### src/rtl/spawn_sched_pkg.sv
// Shared types and constants for the spawn scheduler: FSM states, register map, queue entry.
// Entry field widths here set the defaults for the TYPE_W / DELAY_W parameters of the top.
package spawn_sched_pkg;

    localparam int unsigned SpawnTypeW  = 3;
    localparam int unsigned SpawnDelayW = 8;

    localparam logic [1:0] AddrPush   = 2'd0;
    localparam logic [1:0] AddrStatus = 2'd1;
    localparam logic [1:0] AddrCtrl   = 2'd2;
    localparam logic [1:0] AddrMinGap = 2'd3;

    localparam int unsigned StatusEmptyBit = 8;
    localparam int unsigned StatusFullBit  = 9;
    localparam int unsigned StatusOvfBit   = 10;
    localparam int unsigned StatusStateLsb = 12;

    localparam int unsigned CtrlEnBit    = 0;
    localparam int unsigned CtrlFlushBit = 1;
    localparam int unsigned CtrlIrqEnBit = 2;

    typedef enum logic [1:0] {
        StIdle  = 2'd0,
        StWait  = 2'd1,
        StOffer = 2'd2,
        StGap   = 2'd3
    } sched_state_e;

    typedef struct packed {
        logic [SpawnTypeW-1:0]  kind;
        logic [SpawnDelayW-1:0] delay;
    } spawn_entry_t;

endpackage

### src/rtl/spawn_fifo.sv
// Single-clock FIFO of spawn entries with synchronous flush; push while full is dropped
// unless a pop happens in the same cycle.
module spawn_fifo import spawn_sched_pkg::*; #(
    parameter int unsigned DEPTH = 8,
    localparam int unsigned PtrW = $clog2(DEPTH),
    localparam int unsigned CntW = PtrW + 1
) (
    input  logic            clk_i,
    input  logic            reset_i,
    input  logic            push_i,
    input  logic            pop_i,
    input  logic            flush_i,
    input  spawn_entry_t    wdata_i,
    output spawn_entry_t    rdata_o,
    output logic [CntW-1:0] count_o,
    output logic            full_o,
    output logic            empty_o
);

    spawn_entry_t    mem_q [DEPTH];
    logic [PtrW-1:0] wr_ptr_q, wr_ptr_d;
    logic [PtrW-1:0] rd_ptr_q, rd_ptr_d;
    logic [CntW-1:0] count_q, count_d;
    logic            push_ok, pop_ok;

    assign full_o  = (count_q == CntW'(DEPTH));
    assign empty_o = (count_q == '0);
    assign count_o = count_q;
    assign rdata_o = mem_q[rd_ptr_q];

    assign pop_ok  = pop_i && !empty_o && !flush_i;
    assign push_ok = push_i && (!full_o || pop_ok) && !flush_i;

    always_comb begin
        wr_ptr_d = wr_ptr_q;
        rd_ptr_d = rd_ptr_q;
        count_d  = count_q;
        if (flush_i) begin
            wr_ptr_d = '0;
            rd_ptr_d = '0;
            count_d  = '0;
        end else begin
            if (push_ok) wr_ptr_d = wr_ptr_q + 1'b1;
            if (pop_ok)  rd_ptr_d = rd_ptr_q + 1'b1;
            case ({push_ok, pop_ok})
                2'b10:   count_d = count_q + 1'b1;
                2'b01:   count_d = count_q - 1'b1;
                default: count_d = count_q;
            endcase
        end
    end

    always_ff @(posedge clk_i) begin
        if (reset_i) begin
            wr_ptr_q <= '0;
            rd_ptr_q <= '0;
            count_q  <= '0;
        end else begin
            wr_ptr_q <= wr_ptr_d;
            rd_ptr_q <= rd_ptr_d;
            count_q  <= count_d;
        end
    end

    always_ff @(posedge clk_i) begin
        if (push_ok) mem_q[wr_ptr_q] <= wdata_i;
    end

endmodule

### src/rtl/spawn_scheduler.sv
// Avalon-MM spawn scheduler: queues spawn entries and releases them paced by frame ticks.
// Optional completion interrupt enabled by defining SPAWN_SCHED_IRQ_EN.
module spawn_scheduler import spawn_sched_pkg::*; #(
    parameter int unsigned DEPTH   = 8,
    parameter int unsigned TYPE_W  = SpawnTypeW,
    parameter int unsigned DELAY_W = SpawnDelayW
) (
    input  logic              clk,
    input  logic              reset,
    input  logic [1:0]        address,
    input  logic              chipselect,
    input  logic              write_n,
    input  logic [31:0]       writedata,
    output logic [31:0]       readdata,
    input  logic              frame_tick,
    output logic              spawn_valid,
    output logic [TYPE_W-1:0] spawn_type,
    input  logic              spawn_ready
`ifdef SPAWN_SCHED_IRQ_EN
    ,
    output logic              irq
`endif
);

    localparam int unsigned CntW = $clog2(DEPTH) + 1;

    sched_state_e      state_q, state_d;
    logic [DELAY_W-1:0] cnt_q, cnt_d;
    logic [TYPE_W-1:0]  type_q, type_d;
    logic [DELAY_W-1:0] min_gap_q, min_gap_d;
    logic               enable_q, enable_d;
    logic               overflow_q, overflow_d;

    logic         wr_en, push, pop, flush, handshake, ctrl_wr;
    spawn_entry_t push_entry, head;
    logic [CntW-1:0] fifo_count;
    logic         fifo_full, fifo_empty;
    logic         unused_wd;

    assign wr_en     = chipselect && !write_n;
    assign push      = wr_en && (address == AddrPush);
    assign ctrl_wr   = wr_en && (address == AddrCtrl);
    assign flush     = ctrl_wr && writedata[CtrlFlushBit];
    assign handshake = (state_q == StOffer) && spawn_ready;
    assign pop       = (state_q == StIdle) && enable_q && !fifo_empty && !flush;
    assign unused_wd = ^writedata[31:16];

    assign push_entry.kind  = writedata[TYPE_W-1:0];
    assign push_entry.delay = writedata[8 +: DELAY_W];

    spawn_fifo #(
        .DEPTH (DEPTH)
    ) u_fifo (
        .clk_i   (clk),
        .reset_i (reset),
        .push_i  (push),
        .pop_i   (pop),
        .flush_i (flush),
        .wdata_i (push_entry),
        .rdata_o (head),
        .count_o (fifo_count),
        .full_o  (fifo_full),
        .empty_o (fifo_empty)
    );

    // A zero delay goes straight to OFFER; otherwise the tick that brings the counter to 0
    // also moves the FSM on.
    always_comb begin
        state_d = state_q;
        cnt_d   = cnt_q;
        type_d  = type_q;
        if (flush) begin
            state_d = StIdle;
            cnt_d   = '0;
        end else begin
            unique case (state_q)
                StIdle: begin
                    if (pop) begin
                        type_d = head.kind;
                        if (head.delay == '0) begin
                            state_d = StOffer;
                        end else begin
                            cnt_d   = head.delay;
                            state_d = StWait;
                        end
                    end
                end
                StWait: begin
                    if (cnt_q == '0 || (frame_tick && cnt_q == DELAY_W'(1))) begin
                        cnt_d   = '0;
                        state_d = StOffer;
                    end else if (frame_tick) begin
                        cnt_d = cnt_q - 1'b1;
                    end
                end
                StOffer: begin
                    if (spawn_ready) begin
                        if (min_gap_q == '0) begin
                            state_d = StIdle;
                        end else begin
                            cnt_d   = min_gap_q;
                            state_d = StGap;
                        end
                    end
                end
                StGap: begin
                    if (cnt_q == '0 || (frame_tick && cnt_q == DELAY_W'(1))) begin
                        cnt_d   = '0;
                        state_d = StIdle;
                    end else if (frame_tick) begin
                        cnt_d = cnt_q - 1'b1;
                    end
                end
            endcase
        end
    end

    always_comb begin
        enable_d   = enable_q;
        min_gap_d  = min_gap_q;
        overflow_d = overflow_q;
        if (ctrl_wr) enable_d = writedata[CtrlEnBit];
        if (wr_en && address == AddrMinGap) min_gap_d = writedata[DELAY_W-1:0];
        if (wr_en && address == AddrStatus && writedata[StatusOvfBit]) overflow_d = 1'b0;
        if (push && fifo_full && !pop && !flush) overflow_d = 1'b1;
    end

    always_ff @(posedge clk) begin
        if (reset) begin
            state_q    <= StIdle;
            cnt_q      <= '0;
            type_q     <= '0;
            min_gap_q  <= '0;
            enable_q   <= 1'b0;
            overflow_q <= 1'b0;
        end else begin
            state_q    <= state_d;
            cnt_q      <= cnt_d;
            type_q     <= type_d;
            min_gap_q  <= min_gap_d;
            enable_q   <= enable_d;
            overflow_q <= overflow_d;
        end
    end

`ifdef SPAWN_SCHED_IRQ_EN
    logic irq_en_q, irq_en_d;
    logic irq_q, irq_d;

    always_comb begin
        irq_en_d = irq_en_q;
        irq_d    = irq_q;
        if (ctrl_wr) irq_en_d = writedata[CtrlIrqEnBit];
        if (ctrl_wr) begin
            irq_d = 1'b0;
        end else if (handshake && fifo_empty && !push && irq_en_q) begin
            irq_d = 1'b1;
        end
    end

    always_ff @(posedge clk) begin
        if (reset) begin
            irq_en_q <= 1'b0;
            irq_q    <= 1'b0;
        end else begin
            irq_en_q <= irq_en_d;
            irq_q    <= irq_d;
        end
    end

    assign irq = irq_q;
`else
    logic irq_en_q;
    logic unused_hs;
    assign irq_en_q  = 1'b0;
    assign unused_hs = handshake;
`endif

    assign spawn_valid = (state_q == StOffer);
    assign spawn_type  = type_q;

    always_comb begin
        readdata = '0;
        case (address)
            AddrPush: readdata = '0;
            AddrStatus: begin
                readdata[CntW-1:0]               = fifo_count;
                readdata[StatusEmptyBit]         = fifo_empty;
                readdata[StatusFullBit]          = fifo_full;
                readdata[StatusOvfBit]           = overflow_q;
                readdata[StatusStateLsb +: 2]    = state_q;
            end
            AddrCtrl: begin
                readdata[CtrlEnBit]    = enable_q;
                readdata[CtrlIrqEnBit] = irq_en_q;
            end
            AddrMinGap: readdata[DELAY_W-1:0] = min_gap_q;
            default: readdata = '0;
        endcase
    end

endmodule

### config.mk
export PLATFORM = sky130hd
export DESIGN_NAME = spawn_scheduler
export DESIGN_NICKNAME = d
export VERILOG_FILES = /design/src/rtl/spawn_sched_pkg.sv /design/src/rtl/spawn_fifo.sv /design/src/rtl/spawn_scheduler.sv
export SDC_FILE = /design/constraint.sdc
export NUM_CORES = 1
export LEC_CHECK = 0
export BUFFER_PORTS_ARGS = -buffer_cell sky130_fd_sc_hd__buf_2
export CAP_MARGIN = 20
export CORE_UTILIZATION = 62
export CTS_BUF_LIST = sky130_fd_sc_hd__clkbuf_4 sky130_fd_sc_hd__clkbuf_8 sky130_fd_sc_hd__clkbuf_16
export CTS_CLUSTER_SIZE = 14
export DETAILED_ROUTE_END_ITERATION = 8
export PLACE_DENSITY = 0.85
export SLEW_MARGIN = 20
export SYNTH_ARGS = -nofsm -noshare
export SYNTH_HDL_FRONTEND = slang
export SYNTH_SLANG_ARGS = --single-unit
### constraint.sdc
create_clock -name clk -period 8.2 [get_ports clk]
set_input_delay 0.82 -clock clk [delete_from_list [all_inputs] [get_ports clk]]
set_output_delay 0.82 -clock clk [all_outputs]
set_load 0.005 [all_outputs]
==> impl_metrics.ini <==
[run_status]
status = completed

[route]
drcViolationCount = 0
drt-total-wl_um = 11400
ant_nets = 0
vias_per_cell = 6.11
vias = 3526
wire_per_inst_um = 19.8
drt_iter0_markers = 260
drtPass1Iterations = 5

[hold_path]
min_path_type = register to register

[synthesis]
synth_area_mm2 = 0.00556
synth_edf_count = 88
synth_cells = 412
synthArstFlopShare = 0
syn_area_per_cell_um2 = 13.5
synth.ff_latch_count = 124
ys.flop_type = edfxtp_1
synth.distinct_cells = 47
yosysSeqAreaShare = 0.605
yosys_warnings = 0

[place]
io_buffers = 40
dp.cells = 545
post-dp-hpwl_um = 7370
gp_congestion = 0.867
pre_cts_slack_ns = 4.12

[power]
switching_power_mw = 0.304
p_int_mw = 1.12
p_per_area_mw_per_mm2 = 223
p_sw_frac = 0.213
sequentialPowerShare = 0.474
power_leakage_nw = 2.24
p_comb_frac = 0.025
peakVddDrop_mv = 0.167
clkPwrFrac = 0.501

[setup_path]
crit_slowest_cell = nor4bb_1
critPathMaxStageDelay_ns = 0.73
path_cells = buf_2, nor4bb_1, nand2_1, and2_1, o21ai_1, ha_1, xor2_1, ha_1, a21oi_1, xor2_1, or3_1, a21oi_1
end_kind = register
crit_arrival_ns = 4.00
critPathKind = input port to register
setup.worst_path.start_class = input port
cp_max_fo = 13
required_ns = 8.63
cp.buffers_inverters = 1
path_delay_family = simple AND/OR/NAND/NOR gates

[layout]
diodes = 0
final_common_cell = edfxtp_1
drive_above_1_share = 0.243
utilization = 0.732
fin_nets = 504
layout_common_cells = 88 x edfxtp_1, 40 x buf_2, 36 x dfxtp_1
fin_cells = 577
area_growth_syn_to_layout_pct = 14.9

[global_route]
grt-busiest-layer = met2
grt_pass1_wl_um = 17900
antenna_found_initial = 0
grt_util_met2 = 0.418
grt_pass1_vias = 3447
grt_usage = 0.258
grt_use_met1 = 0.334
grt_use_met3 = 0.0744
grt_overflow_total = 0
grt_max_degree = 22

[die]
start_util = 0.638
die_area_mm2 = 0.00935
die_w_um = 96.7
top_level_ports = 76
coreArea_mm2 = 0.00872
rows = 34
die-height_um = 96.7

[sta]
drv_slew = 0
fin_skew_ns = 0.00920
setup_violations = 0
min_period_ns = 3.57
finalSetupTns_ns = 0
rsz0062_at_grt = false
finalHoldViolCount = 0
fmax_ghz = 0.280
slew_headroom = 0.348
setup_slack_ns = 4.63
worst_pin_slew_ns = 0.977
fin_crit_sh = 0.436

[clock_network]
cts_buffers = 17
cts_setup_buffers = 0
clk_pin_slew_ns = 0.06
cts_tree = built
htreeDepth = 4
cts-root-buf = clkbuf_8
cts.repair.resized = 0
cts_max_path_buffers = 2
clock-sinks = 124
cts-hold-fix-buffers = 0
insertion_delay_ns = 0.51

[job]
drv_cap = 0
==> metal layers <==
layer,up-vias,share of wire
li1,1622,-
met1,1719,0.41
met2,172,0.51
met3,13,0.077
met4,0,0.012
met5,-,0
==> through the flow <==
step                area, um2  power [mW]  hold WS [ns]
finish                   6390        1.43         0.480
global route             6390        1.46         0.504
CTS                      6370        1.43         0.483
detailed placement       5800       0.723         0.471
global placement         5790       0.722         0.460
floorplan                5630       0.713         0.442
==> worst paths after layout <==
kind | depth (start not counted) | endpoint | slack, ns | startpoint
setup / recovery | 12 | u_fifo.count_o[2] | 4.63 | address[1]
hold / removal | 2 | overflow_q | 0.48 | overflow_q
setup reg to reg | 6 | u_fifo.mem_q[6][9] | 4.80 | state_q[0]
hold reg to reg | 2 | overflow_q | 0.48 | overflow_q
==> kinds of logic after synthesis <==
| family | share of synthesized area |
|---|---|
| AO/OA/AOI/OAI | 0.0763 |
| buffers and inverters | 0.0459 |
| multiplexers | 0.131 |
| AND/OR/NAND/NOR | 0.106 |
| adder cells (fa/ha/maj) | 0.0180 |
| other | 0.000674 |
| flip-flops | 0.605 |
| XOR/XNOR | 0.0173 |
==> flip-flops by register name (all words and copies together) (netlist names), named ones only <==
register,flops
min_gap_q,8
u_fifo.count_o,4
u_fifo.mem_q,88
spawn_type,3
state_q,2
cnt_q,8
u_fifo.wr_ptr_q,3
u_fifo.rd_ptr_q,3
overflow_q,1
enable_q,1
==> final cells by class <==
type / instances / area (um2)
fillers: 542 / 2330
repair buffers: 46 / 245
clock inverters: 15 / 161
inverters: 6 / 22.5
well taps: 108 / 135
flip-flops and latches: 124 / 3360
multi-input cells: 261 / 2050
clock buffers: 17 / 414
==> worst reg2reg max path, cell delays in order (launching register included) <==
cell and delay [ns]:
dfxtp_1 0.46, or2_2 0.45, nor2_1 0.30, and2_1 0.43, o21ai_1 0.27, or2_2 0.41
nor3b_4 0.70
==> power by group through the flow <==
stage	sequential, mW	combinational, mW	clock (mW)
2_1_floorplan	0.687	0.0254	0
3_3_place_gp	0.688	0.0336	0
3_5_place_dp	0.688	0.0349	0
4_1_cts	0.675	0.0353	0.721
5_1_grt	0.675	0.0394	0.747
6_report	0.675	0.0357	0.714
==> Yosys cell counts, drive strengths merged (7+ instances only) <==
library cell  count  share of area
a211oi            9          0.014
mux2i            12          0.022
nor2b             8         0.0090
ha                8          0.018
nor3              8         0.0092
clkbuf           11         0.0077
mux2              8          0.016
buf              28          0.034
o211ai            9          0.012
mux4             22          0.093
nand2b            7         0.0079
xor2              7          0.011
dfxtp            36           0.13
nor2             34          0.023
edfxtp           88           0.48
a21oi            22          0.020
nand2            25          0.017
o21ai            12          0.011
Power figures use the tool's default switching activity.
